### src/rtl/predecode_fetch_queue.sv
// Instruction fetch queue that predecodes each word into an opcode class on write.
// Flush empties the queue in one cycle; an empty queue presents a NOP.
package opcodes_pkg;
  localparam logic [6:0] LW_OPCODE        = 7'b0000011;
  localparam logic [6:0] SW_OPCODE        = 7'b0100011;
  localparam logic [6:0] JAL_OPCODE       = 7'b1101111;
  localparam logic [6:0] LUI_OPCODE       = 7'b0110111;
  localparam logic [6:0] CSR_OPCODE       = 7'b1110011;
  localparam logic [6:0] JALR_OPCODE      = 7'b1100111;
  localparam logic [6:0] AUIPC_OPCODE     = 7'b0010111;
  localparam logic [6:0] BRANCH_OPCODE    = 7'b1100011;
  localparam logic [6:0] IMMEDIATE_OPCODE = 7'b0010011;
  localparam logic [6:0] RTYPE_OPCODE     = 7'b0110011;
  localparam logic [6:0] ATOMIC_OPCODE    = 7'b0101111;
  localparam logic [6:0] FENCE_OPCODE     = 7'b0001111;

  localparam logic [31:0] NOP_INSTR = 32'h0000_0033;

  typedef enum logic [3:0] {
    CLS_LW        = 4'd0,
    CLS_SW        = 4'd1,
    CLS_JAL       = 4'd2,
    CLS_LUI       = 4'd3,
    CLS_CSR       = 4'd4,
    CLS_JALR      = 4'd5,
    CLS_AUIPC     = 4'd6,
    CLS_BRANCH    = 4'd7,
    CLS_IMMEDIATE = 4'd8,
    CLS_RTYPE     = 4'd9,
    CLS_ATOMIC    = 4'd10,
    CLS_FENCE     = 4'd11,
    CLS_ILLEGAL   = 4'd15
  } instr_class_e;
endpackage

module predecode_fetch_queue
  import opcodes_pkg::*;
#(
  parameter int DEPTH = 4,
  parameter int XLEN  = 32
) (
  input  logic                     clk,
  input  logic                     rst_n,
  input  logic                     flush_i,
  predecode_fetch_queue_if.slave   bus,
  output logic [$clog2(DEPTH):0]   count_o
);
  localparam int AW = $clog2(DEPTH);
  localparam int CW = AW + 1;

  // Every legal opcode ends in 2'b11, so compressed encodings fall to ILLEGAL.
  function automatic instr_class_e classify(input logic [6:0] opcode);
    case (opcode)
      LW_OPCODE:        classify = CLS_LW;
      SW_OPCODE:        classify = CLS_SW;
      JAL_OPCODE:       classify = CLS_JAL;
      LUI_OPCODE:       classify = CLS_LUI;
      CSR_OPCODE:       classify = CLS_CSR;
      JALR_OPCODE:      classify = CLS_JALR;
      AUIPC_OPCODE:     classify = CLS_AUIPC;
      BRANCH_OPCODE:    classify = CLS_BRANCH;
      IMMEDIATE_OPCODE: classify = CLS_IMMEDIATE;
      RTYPE_OPCODE:     classify = CLS_RTYPE;
      ATOMIC_OPCODE:    classify = CLS_ATOMIC;
      FENCE_OPCODE:     classify = CLS_FENCE;
      default:          classify = CLS_ILLEGAL;
    endcase
  endfunction

  logic [31:0]     r_instr_mem [DEPTH];
  logic [XLEN-1:0] r_pc_mem    [DEPTH];
  logic [3:0]      r_class_mem [DEPTH];
  logic            r_ctrl_mem  [DEPTH];

  logic [AW-1:0]   r_wr_ptr;
  logic [AW-1:0]   r_rd_ptr;
  logic [CW-1:0]   r_count;

  instr_class_e    w_in_class;
  logic            w_in_ready;
  logic            w_out_valid;
  logic            w_push;
  logic            w_pop;

  assign w_in_ready  = (r_count < CW'(DEPTH));
  assign w_out_valid = (r_count != '0);
  assign w_push      = bus.in_valid_i && w_in_ready && !flush_i;
  assign w_pop       = w_out_valid && bus.out_ready_i && !flush_i;
  assign w_in_class  = classify(bus.in_instr_i[6:0]);

  // NOTE: storage has no reset; the pointers and count alone decide what is valid,
  // and leaving the array unreset keeps it a plain register file/RAM.
  always_ff @(posedge clk) begin
    if (w_push) begin
      r_instr_mem[r_wr_ptr] <= bus.in_instr_i;
      r_pc_mem[r_wr_ptr]    <= bus.in_pc_i;
      r_class_mem[r_wr_ptr] <= w_in_class;
      r_ctrl_mem[r_wr_ptr]  <= (w_in_class == CLS_JAL) || (w_in_class == CLS_JALR) ||
                               (w_in_class == CLS_BRANCH);
    end
  end

  // NOTE: sequential state uses non-blocking assignments so every register samples
  // the pre-edge values, independent of statement order.
  always_ff @(posedge clk or negedge rst_n) begin
    if (!rst_n) begin
      r_wr_ptr <= '0;
      r_rd_ptr <= '0;
      r_count  <= '0;
    end else if (flush_i) begin
      r_wr_ptr <= '0;
      r_rd_ptr <= '0;
      r_count  <= '0;
    end else begin
      if (w_push) r_wr_ptr <= r_wr_ptr + 1'b1;
      if (w_pop)  r_rd_ptr <= r_rd_ptr + 1'b1;
      case ({w_push, w_pop})
        2'b10:   r_count <= r_count + CW'(1);
        2'b01:   r_count <= r_count - CW'(1);
        default: r_count <= r_count;
      endcase
    end
  end

  // NOTE: empty-state values are assigned first so no path through this block
  // leaves an output unassigned, which would otherwise infer a latch.
  always_comb begin
    bus.out_instr_o   = NOP_INSTR;
    bus.out_pc_o      = '0;
    bus.out_class_o   = CLS_RTYPE;
    bus.out_is_ctrl_o = 1'b0;
    if (w_out_valid) begin
      bus.out_instr_o   = r_instr_mem[r_rd_ptr];
      bus.out_pc_o      = r_pc_mem[r_rd_ptr];
      bus.out_class_o   = r_class_mem[r_rd_ptr];
      bus.out_is_ctrl_o = r_ctrl_mem[r_rd_ptr];
    end
  end

  assign bus.in_ready_o  = w_in_ready;
  assign bus.out_valid_o = w_out_valid;
  assign count_o         = r_count;
endmodule
### src/rtl/predecode_fetch_queue_if.sv
// Handshake bundle between fetch, the predecode fetch queue and decode.
// The queue takes the slave view; the fetch/decode side takes the master view.
interface predecode_fetch_queue_if #(
  parameter int XLEN = 32
);
  logic            in_valid_i;
  logic            in_ready_o;
  logic [31:0]     in_instr_i;
  logic [XLEN-1:0] in_pc_i;
  logic            out_valid_o;
  logic            out_ready_i;
  logic [31:0]     out_instr_o;
  logic [XLEN-1:0] out_pc_o;
  logic [3:0]      out_class_o;
  logic            out_is_ctrl_o;

  modport slave (
    input  in_valid_i, in_instr_i, in_pc_i, out_ready_i,
    output in_ready_o, out_valid_o, out_instr_o, out_pc_o, out_class_o, out_is_ctrl_o
  );

  modport master (
    output in_valid_i, in_instr_i, in_pc_i, out_ready_i,
    input  in_ready_o, out_valid_o, out_instr_o, out_pc_o, out_class_o, out_is_ctrl_o
  );
endinterface

### src/flat_wrapper.sv
// flat-port wrapper written by rule: the top's interface ports become plain ports
module predecode_fetch_queue_flat import opcodes_pkg::*;
#(
  parameter int DEPTH = 4,
  parameter int XLEN  = 32
)
  (clk, rst_n, flush_i, count_o, bus_in_valid_i, bus_in_instr_i, bus_in_pc_i, bus_out_ready_i, bus_in_ready_o, bus_out_valid_o, bus_out_instr_o, bus_out_pc_o, bus_out_class_o, bus_out_is_ctrl_o);
  predecode_fetch_queue_if #(.XLEN(XLEN)) bus_i ();
  input  logic clk;
  input  logic rst_n;
  input  logic flush_i;
  output logic [$clog2(DEPTH):0] count_o;
  input wire logic [$bits(bus_i.in_valid_i)-1:0] bus_in_valid_i;
  input wire logic [$bits(bus_i.in_instr_i)-1:0] bus_in_instr_i;
  input wire logic [$bits(bus_i.in_pc_i)-1:0] bus_in_pc_i;
  input wire logic [$bits(bus_i.out_ready_i)-1:0] bus_out_ready_i;
  output wire logic [$bits(bus_i.in_ready_o)-1:0] bus_in_ready_o;
  output wire logic [$bits(bus_i.out_valid_o)-1:0] bus_out_valid_o;
  output wire logic [$bits(bus_i.out_instr_o)-1:0] bus_out_instr_o;
  output wire logic [$bits(bus_i.out_pc_o)-1:0] bus_out_pc_o;
  output wire logic [$bits(bus_i.out_class_o)-1:0] bus_out_class_o;
  output wire logic [$bits(bus_i.out_is_ctrl_o)-1:0] bus_out_is_ctrl_o;
  assign bus_i.in_valid_i = bus_in_valid_i;
  assign bus_i.in_instr_i = bus_in_instr_i;
  assign bus_i.in_pc_i = bus_in_pc_i;
  assign bus_i.out_ready_i = bus_out_ready_i;
  assign bus_in_ready_o = bus_i.in_ready_o;
  assign bus_out_valid_o = bus_i.out_valid_o;
  assign bus_out_instr_o = bus_i.out_instr_o;
  assign bus_out_pc_o = bus_i.out_pc_o;
  assign bus_out_class_o = bus_i.out_class_o;
  assign bus_out_is_ctrl_o = bus_i.out_is_ctrl_o;
  predecode_fetch_queue #(.DEPTH(DEPTH), .XLEN(XLEN)) u_core (.clk(clk), .rst_n(rst_n), .flush_i(flush_i), .bus(bus_i), .count_o(count_o));
endmodule
### config.mk
export PLATFORM = sky130hd
export DESIGN_NAME = predecode_fetch_queue_flat
export DESIGN_NICKNAME = d
export VERILOG_FILES = /design/src/rtl/predecode_fetch_queue.sv /design/src/rtl/predecode_fetch_queue_if.sv /design/src/flat_wrapper.sv
export SDC_FILE = /design/constraint.sdc
export NUM_CORES = 1
export LEC_CHECK = 0
export CORE_AREA = 2 2 196 198
export DETAILED_ROUTE_END_ITERATION = 8
export DIE_AREA = 0 0 198 200
export PLACE_DENSITY = 0.49
export SETUP_SLACK_MARGIN = 0.15
export SYNTH_ARGS = -nofsm -noshare
export SYNTH_HDL_FRONTEND = slang
export SYNTH_SLANG_ARGS = --single-unit
### constraint.sdc
create_clock -name clk -period 3.15 [get_ports clk]
set_input_delay 0.315 -clock clk [delete_from_list [all_inputs] [get_ports clk]]
set_output_delay 0.315 -clock clk [all_outputs]
set_load 0.02 [all_outputs]
==> results.ini, run 1 <==
[critical_path]
reg2reg_to=u_core.count_o[2]
cp_data_required_time_ps=2830
rr_worst_depth=9
reg2reg_slack_ps=830
arrival_ps=2610
crit_path_start_kind=register
critPathMaxFanout=7
r2r_start=u_core.count_o[1]
cp_slowest_cell=clkdlybuf4s50_1
crit_path_end_kind=output pin
crit_path_end=bus_out_instr_o[5]
worstPathCellList=buf_4 -> mux4_2 -> or2_1 -> clkdlybuf4s50_1
startpoint=u_core.r_rd_ptr[0]
path_class=register to output pin
worst_path_largest_cell_delay_ps=570

[cells_and_area]
utilization=0.384
layout.nets=773
drive_above_1_share=0.206
area_growth_pct=29.6
stdcell_count=1234

[synthesis]
syn_inst=523
ys_top_cells_by_area=edfxtp_1 (75%), mux4_2 (14%), and2_1 (3.8%)
netlist_area_sq_um=11100
yosysWarnings=0
syn_nets=597
syn_area_per_cell_sq_um=21.2
synth_edf_count=276
synth_area_leader_cell=edfxtp_1
ys_ff_latch=283
async_flop_share=0.0247
yosysSeqAreaShare=0.764
netlist-cell-type-count=32
ys.flop_type=edfxtp_1
synth_top_area_share=0.749

[die]
start_util=0.296
die_w_um=198
ios=143
rows=71
core_sq_um=37400
die_area_sq_um=39600
die-height_um=200

[placement]
place_congestion=0.709
post-place-ws_ps=518
portBuffers=142
dpl.hpwl_um=14900
placed_cells=1169

[clock_network]
clk_pin_slew_worst_paths_ps=60
cts-hold-fix-buffers=0
cts-root-buf=clkbuf_16
h-tree-depth=1
cts_tree=yes
cts.sinks=283
clockBufferDepth=3
clock_latency_ps=550
cts_made_buffers=31

[global_route]
first_global_vias=6102
grt_pass1_wl_um=37200
globalRouteTotalUtil=0.127
grt_start_max_net_pins=38
antenna_found_initial=5
grt-ovfl-total=0

[detailed_routing]
drtIter0Drc=308
detail-route-antenna-nets=0
wl_per_cell_um=20.4
wl_um=25200
drc=0
firstDrtPassIters=4
via_per_inst=4.52
vias=5577

[sta]
fmax_ghz=0.342
rsz0062_at_grt=yes
skew_ps=9.44
drv_slew=0
hold_viol=0
tightest_slew_ps=980
layout_setup_ws_ps=224
period_minus_slack_ps=2930
slew_headroom=0.330
setup_viol=0
period_share=0.929
timing.setup.tns_ps=0

[flow_run]
maxCapViolCount=0

[status]
outcome=finished clean

[power_and_ir_drop]
power.total_mw=9.32
ir_drop_uv=399
powerDensity_nw_per_um2=650
leakage_nw=4.64

[worst_hold_path]
holdCritPathClass=input port to async pin

placed cells by master (no fill, tap or decap), types with 4 or more instances in the layout:
| master | n |
|---|---|
| dlygate4sd2_1 | 9 |
| nand3_1 | 6 |
| a21oi_1 | 6 |
| clkbuf_1 | 12 |
| and2_1 | 63 |
| clkdlybuf4s50_1 | 125 |
| buf_4 | 14 |
| nand2_1 | 9 |
| and2_4 | 4 |
| edfxtp_1 | 276 |
| buf_12 | 9 |
| ha_1 | 4 |
| clkbuf_16 | 32 |
| o21ai_0 | 6 |
| or2_1 | 5 |
| clkinv_2 | 6 |
| dfrtp_1 | 4 |
| nor2_1 | 10 |
| dlymetal6s2s_1 | 8 |
| inv_1 | 5 |
| mux4_2 | 69 |
critical path: cells and delay by family (launching register included):
family / cells / cell delay [ps]
buffers and inverters: 2 / 780
DFF: 1 / 560
muxes: 1 / 490
and+or+nand+nor: 1 / 220
metrics by stage:
step | instance area, sq um | hold slack, ps
floorplan | 11100 | 19.4
global placement | 13200 | 558
detailed placement | 13200 | 580
CTS | 14300 | 33.5
global route | 14400 | 62.8
finish | 14400 | 67.3
routing by layer:
layer  vias up  track usage  routed length, um  share of wire
met5         -            0                 34         0.0013
met4         6       0.0370                483          0.019
met3        38       0.0318               1560          0.062
met2       151        0.217              12300           0.49
met1      2920        0.161              10800           0.43
li1       2462            -                  -              -
sequential cells by signal, indices dropped and copies added (netlist names):
register and cells:
u_core.r_instr_mem 128, u_core.r_pc_mem 128, u_core.r_class_mem 16, u_core.r_ctrl_mem 4, u_core.count_o 3, u_core.r_rd_ptr 2, u_core.r_wr_ptr 2
repair_timing:
item / in CTS / in global routing
cloned: 1 / 1
setup endpoints to repair: 62 / 47
setup buffers: 6 / 0
gates resized for setup: 12 / 12
synth_stat cells (2+ instances only):
master	count
a21oi_1	6
and2_1	67
buf_2	4
buf_6	8
clkbuf_1	15
dfrtp_1	7
edfxtp_1	276
ha_1	4
inv_1	5
mux2i_1	2
mux4_2	69
nand2_1	9
nand2b_1	2
nand3_1	6
nor2_1	10
nor2b_1	3
o21ai_0	6
o22ai_1	3
or2_1	5
xnor2_1	2
xor2_1	3
where the power goes:
group / total, mW / switching, mW / internal [mW] / leakage (nW)
sequential: 4.32 / 0.0578 / 4.27 / 2.60
clock: 3.41 / 1.39 / 2.02 / 0.471
combinational: 1.59 / 0.792 / 0.796 / 1.57
total: 9.32 / 2.24 / 7.08 / 4.64
worst min-delay path by stage:
stage,startpoint,end
6_report,rst_n,u_core.count_o[1]
4_1_cts,rst_n,u_core.r_wr_ptr[1]
5_1_grt,rst_n,u_core.count_o[1]
3_5_place_dp,u_core.r_wr_ptr[1],u_core.r_wr_ptr[1]
2_1_floorplan,rst_n,u_core.count_o[0]
3_3_place_gp,u_core.r_wr_ptr[1],u_core.r_wr_ptr[1]
cell families (layout without fill, tap and decap cells):
group	count (synthesis)	count (layout)	synth area share
xor+xnor	5	5	0.00396
buf+inv	33	232	0.0171
fa+ha+maj	5	5	0.00633
other cells	0	1	0
compound gates	20	20	0.0109
mux	71	71	0.142
flops	283	283	0.764
simple gates	106	106	0.0552
area by class of cell:
class                      instances  area [sq um]
clock inverter                    11           109
multi-input combinational        207          2430
inverter                           6          25.0
timing repair buffer             170          1820
sequential                       283          8470
fill                            3417         23000
antenna                            1          2.50
tap                              511           639
clock buffer                      45           848
Note: power is estimated with default switching activity, not from simulation.
==> run 2: changes to the inputs <==
--- a/config.mk
+++ b/config.mk
@@ -8,6 +8,7 @@
 export CORE_AREA = 2 2 196 198
 export DETAILED_ROUTE_END_ITERATION = 8
 export DIE_AREA = 0 0 198 200
+export HOLD_SLACK_MARGIN = 0.05
 export PLACE_DENSITY = 0.49
 export SETUP_SLACK_MARGIN = 0.15
 export SYNTH_ARGS = -nofsm -noshare
==> run 2 against run 1 <==
Hold slack better by 320 ps. Clock skew up 0.83 ps. Critical path depth unchanged. Core utilization hardly changed. Clock power about the same. Sequential share of layout area about the same. Final area hardly changed. Flip-flop and latch count stayed put. Critical path type unchanged.
==> results.ini, run 2 (synthesis gave the netlist of run 1 again) <==
[status]
outcome=finished clean

[detailed_routing]
wl_met1_um=10800  ; about the same
vias=5584  ; +0.13%
highest_layer=met5
wl_um=25300  ; +0.14%
wl_per_cell_um=20.5  ; about the same
detail-route-antenna-nets=0  ; unchanged
drc=0  ; unchanged
via_per_inst=4.52  ; about the same
drtIter0Drc=351  ; +14%
wl_met2_um=12300  ; +0.14%
firstDrtPassIters=6  ; +2
dr_wl_met3_um=1580  ; +1.5%

[clock_network]
clockBufferDepth=3  ; unchanged
cts.sinks=283  ; unchanged
cts_made_buffers=31  ; unchanged
clock_latency_ps=550  ; about the same
cts_tree=yes
cts-root-buf=clkbuf_16
h-tree-depth=1  ; unchanged
clk_pin_slew_worst_paths_ps=60  ; about the same

[sta]
setup_viol=0  ; unchanged
skew_ps=10.3  ; +0.833 ps
hold_viol=0  ; unchanged
layout_setup_ws_ps=223  ; -1.02 ps
period_minus_slack_ps=2930  ; +1.01 ps
timing.setup.tns_ps=0  ; unchanged
fmax_ghz=0.342  ; about the same
slew_headroom=0.330  ; unchanged
tightest_slew_ps=980  ; unchanged
period_share=0.929  ; about the same
drv_slew=0  ; unchanged
rsz0062_at_grt=yes

[cells_and_area]
drive_above_1_share=0.206  ; -0.000285
reg_top3=u_core.r_instr_mem (128), u_core.r_pc_mem (128), u_core.r_class_mem (16)
final_common_cell=edfxtp_1
utilization=0.384  ; about the same
area_growth_pct=29.7  ; about the same
nFillCells=3418  ; +0.029%
layout.nets=774  ; +0.13%
final_cell_mix=edfxtp_1 (276), clkdlybuf4s50_1 (125), mux4_2 (69)

[critical_path]
cp_slowest_cell=dfrtp_4
crit_path_start_kind=register
reg2reg_to=u_core.count_o[2]
cp.buffers_inverters=2  ; unchanged
r2r_start=u_core.count_o[1]
worst_path_largest_cell_delay_ps=570  ; about the same
cp_data_required_time_ps=2830  ; about the same
reg2reg_slack_ps=830  ; about the same
worstPathCellList=buf_4 -> mux4_2 -> or2_1 -> clkdlybuf4s50_1
rr_worst_depth=9  ; unchanged
path_class=register to output pin
arrival_ps=2610  ; about the same
critPathTopFamily=buffers and inverters
critPathMaxFanout=7  ; unchanged
crit_path_end_kind=output pin

[power_and_ir_drop]
powerDensity_nw_per_um2=650  ; about the same
ir_drop_uv=399  ; about the same
leakage_nw=4.64  ; about the same
power.total_mw=9.33  ; about the same

[flow_run]
maxCapViolCount=0  ; unchanged

[placement]
place_congestion=0.709  ; unchanged
post-place-ws_ps=518  ; unchanged
portBuffers=142  ; unchanged
dpl.hpwl_um=14900  ; unchanged

[global_route]
antenna_found_initial=5  ; unchanged
grt-ovfl-total=0  ; unchanged
grt_pass1_wl_um=37200  ; unchanged
first_global_vias=6102  ; unchanged
globalRouteTotalUtil=0.127  ; unchanged
grt_start_max_net_pins=38  ; unchanged

[die]
ios=143  ; unchanged
start_util=0.296  ; unchanged
die-height_um=200  ; unchanged
rows=71  ; unchanged
die_w_um=198  ; unchanged
core_sq_um=37400  ; unchanged
die_area_sq_um=39600  ; unchanged

[worst_hold_path]
holdCritPathClass=input port to register
hold_start=bus_in_pc_i[4]
min_path_cells=1
hold_end=u_core.r_pc_mem[0][4]

==> run 2: changes by cell type in the layout (fill, tap and decap cells not counted) <==
cell / before / now
dlygate4sd3_1: 0 / 1
==> run 2: routing by layer <==
layer / vias up / global-route usage
li1: 2466 / -
met1: 2921 / 0.161
met2: 153 / 0.217
met3: 38 / 0.0316
met4: 6 / 0.0370
met5: - / 0
==> run 2: where the power goes <==
part	switching [mW]	internal, mW
clock network	1.39	2.02
logic	0.792	0.797
registers	0.0577	4.27
==> run 2: area by class of cell <==
class | count | area, sq um | share of cell area
Tap cell | 511 | 639 | 0.0445
Inverter | 6 | 25.0 | 0.00174
Clock buffer | 45 | 848 | 0.0591
Clock inverter | 11 | 109 | 0.00758
Sequential cell | 283 | 8470 | 0.590
Timing Repair Buffer | 171 | 1830 | 0.128
Multi-Input combinational cell | 207 | 2430 | 0.170
Antenna cell | 1 | 2.50 | 0.000174
==> run 2: through the flow <==
step	hold WS, ps	cell area, sq um	std cells
floorplan	19.4	11100	523
global placement	558	13200	1169
detailed placement	580	13200	1169
CTS	355	14300	1233
global route	370	14400	1234
finish	391	14400	1235
==> run 2: what timing repair did <==
item                                    in CTS  in global routing
gates cloned                                 1                  1
hold endpoints to repair                     7                  0
endpoints found under the setup margin      62                 47
hold buffers                                 1                  0
buffers inserted                             6                  0
resized for setup                           12                 12
==> run 2: worst max path at each step <==
stage                             from  cells after the start                  endpoint  slack [ps]
detailed placement  u_core.r_rd_ptr[0]                      4          bus_out_pc_o[14]         520
CTS                 u_core.r_rd_ptr[0]                      5        bus_out_class_o[0]         100
finish              u_core.r_rd_ptr[0]                      4        bus_out_instr_o[5]         220
floorplan            u_core.count_o[2]                      3  u_core.r_class_mem[0][0]         200
global route        u_core.r_rd_ptr[0]                      4          bus_out_pc_o[14]         120
global placement    u_core.r_rd_ptr[0]                      4          bus_out_pc_o[24]         510
==> run 3: changes to the inputs <==
--- a/config.mk
+++ b/config.mk
@@ -5,11 +5,14 @@
 export SDC_FILE = /design/constraint.sdc
 export NUM_CORES = 1
 export LEC_CHECK = 0
+export ABC_CLOCK_PERIOD_IN_PS = 3150
+export CELL_PAD_IN_SITES_DETAIL_PLACEMENT = 1
+export CELL_PAD_IN_SITES_GLOBAL_PLACEMENT = 1
 export CORE_AREA = 2 2 196 198
 export DETAILED_ROUTE_END_ITERATION = 8
 export DIE_AREA = 0 0 198 200
 export HOLD_SLACK_MARGIN = 0.05
-export PLACE_DENSITY = 0.49
+export PLACE_DENSITY = 0.55
 export SETUP_SLACK_MARGIN = 0.15
 export SYNTH_ARGS = -nofsm -noshare
 export SYNTH_HDL_FRONTEND = slang
==> run 3 against run 2 <==
Sequential power is essentially flat. Setup slack gained 14 ps. Via count shrank 1.3%. Flip-flop and latch count is the same. Maximum frequency grew 0.48%. Die area is the same. Final area grew 0.36%. Global-route usage grew 0.18 points. Total power grew 0.81%. Largest power group unchanged.
==> results.ini, run 3 (synthesis gave the netlist of run 1 again) <==
[status]
outcome=finished clean

[clock_network]
h-tree-depth=1  ; unchanged
clockBufferDepth=3  ; unchanged
clk_pin_slew_worst_paths_ps=60  ; about the same
cts-root-buf=clkbuf_16
cts_made_buffers=31  ; unchanged
cts_tree=yes
cts.sinks=283  ; unchanged
clock_latency_ps=560  ; about the same

[critical_path]
critPathMaxFanout=6  ; -1
path_class=register to output pin
cp_data_required_time_ps=2830  ; about the same
crit_path_start_kind=register
arrival_ps=2600  ; about the same
crit_path_end_kind=output pin

[cells_and_area]
nFillCells=3626  ; +6.1%
final_cell_mix=edfxtp_1 (276), clkdlybuf4s50_1 (100), mux4_2 (69)
area_growth_pct=30.2
layout.nets=775  ; +0.13%
regArea_sq_um=8470  ; unchanged
insertedDiodeCount=0  ; -1
reg_top3=u_core.r_instr_mem (128), u_core.r_pc_mem (128), u_core.r_class_mem (16)
stdcell_count=1232  ; -0.24%
drive_above_1_share=0.216  ; +0.0103
multi_input_area_sq_um=2430  ; -0.26%
final_common_cell=edfxtp_1

[global_route]
grt_start_max_net_pins=41  ; +7.9%
globalRouteTotalUtil=0.129  ; +0.00176
grt-ovfl-total=0  ; unchanged
antenna_found_initial=0  ; -5
first_global_vias=6315  ; +3.5%
grt_pass1_wl_um=38400  ; +3.2%

[sta]
fmax_ghz=0.343  ; +0.48%
rsz0062_at_grt=no
tightest_slew_ps=878  ; -102 ps
slew_headroom=0.399  ; +0.0695
period_share=0.925  ; -0.00442
period_minus_slack_ps=2910  ; -13.9 ps
skew_ps=25.2  ; +15.0 ps
drv_slew=0  ; unchanged
hold_viol=0  ; unchanged
timing.setup.tns_ps=0  ; unchanged
setup_viol=0  ; unchanged

[detailed_routing]
drc=0  ; unchanged
vias=5513  ; -1.3%
detail-route-antenna-nets=0  ; unchanged
wl_per_cell_um=20.4  ; -0.34%
wl_um=25100  ; -0.58%
firstDrtPassIters=4  ; -2
drtIter0Drc=207  ; -41%
via_per_inst=4.47  ; -1.0%

[worst_hold_path]
holdCritPathClass=input port to register

[power_and_ir_drop]
powerDensity_nw_per_um2=652  ; +0.45%
leakage_nw=5.07  ; +9.3%
power.total_mw=9.40  ; +0.81%
ir_drop_uv=385  ; -3.5%

[die]
ios=143  ; unchanged
die_area_sq_um=39600  ; unchanged
die-height_um=200  ; unchanged
start_util=0.296  ; unchanged
rows=71  ; unchanged
core_sq_um=37400  ; unchanged
die_w_um=198  ; unchanged

[placement]
portBuffers=142  ; unchanged
place_congestion=0.688  ; -2.9%
dpl.hpwl_um=15800  ; +6.1%
placed_cells=1169  ; unchanged

[flow_run]
maxCapViolCount=0  ; unchanged

[run 3: cell types whose count changed in the layout (fill, tap and decap cells not counted), moves of 2 or more]
cell             delta
buf_4               +5
clkbuf_8            +3
dlymetal6s2s_1     +26
clkbuf_1            -9
buf_16              -2
clkdlybuf4s50_1    -25
[run 3: report_power, final]
part           total, mW  switching [mW]  internal, mW
Combinational       1.54           0.777         0.766
Clock               3.55            1.40          2.14
Sequential          4.32          0.0475          4.27
Total               9.40            2.23          7.18
[run 3: final cells by class]
class                      count  share of cell area
sequential                   283               0.588
clock buffer                  39              0.0594
clock inverter                14              0.0103
inverter                       6             0.00174
tap                          511              0.0444
multi-input combinational    207               0.168
timing repair buffer         172               0.128
[run 3: metrics by stage]
stage	hold WS [ps]	worst slack (ps)	cell area (sq um)	util
after floorplan	19.4	196	11100	-
after detailed placement	594	521	13200	0.354
after global routing	357	151	14400	0.385
final	386	237	14400	0.385
after CTS	353	154	14300	0.383
after global placement	559	548	13200	0.354
[run 3: final timing paths]
kind / startpoint / end / slack [ps] / depth (start not counted)
worst max-delay path: u_core.r_rd_ptr[0] / bus_out_instr_o[5] / 240 / 5
min in group asynchronous: rst_n / u_core.r_wr_ptr[0] / 600 / 2
worst min-delay path: bus_in_pc_i[21] / u_core.r_pc_mem[1][21] / 390 / 1
worst max register to register: u_core.count_o[2] / u_core.count_o[2] / 860 / 9
worst min register to register: u_core.r_wr_ptr[1] / u_core.r_wr_ptr[1] / 600 / 2
max in group asynchronous: rst_n / u_core.r_rd_ptr[0] / 2220 / 2
[run 3: worst max-delay path, cell delays in order (launching register included)]
cell and delay [ps]:
dfrtp_4 500, buf_4 180, buf_4 140, mux4_2 400, or2_1 260, clkdlybuf4s50_1 550
[run 3: layer usage]
metal	GRT usage	vias to the layer above	share of wire
met5	0	-	0
met4	0.0292	0	0.016
met3	0.0272	38	0.058
met2	0.228	144	0.50
met1	0.164	2872	0.42
li1	-	2459	-
[run 3: timing repair]
item,4_1_cts,5_1_grt
hold endpoints to repair,7,0
hold buffers,1,0
setup buffers,9,0
endpoints found under the setup margin,66,35
gates resized for setup,9,35
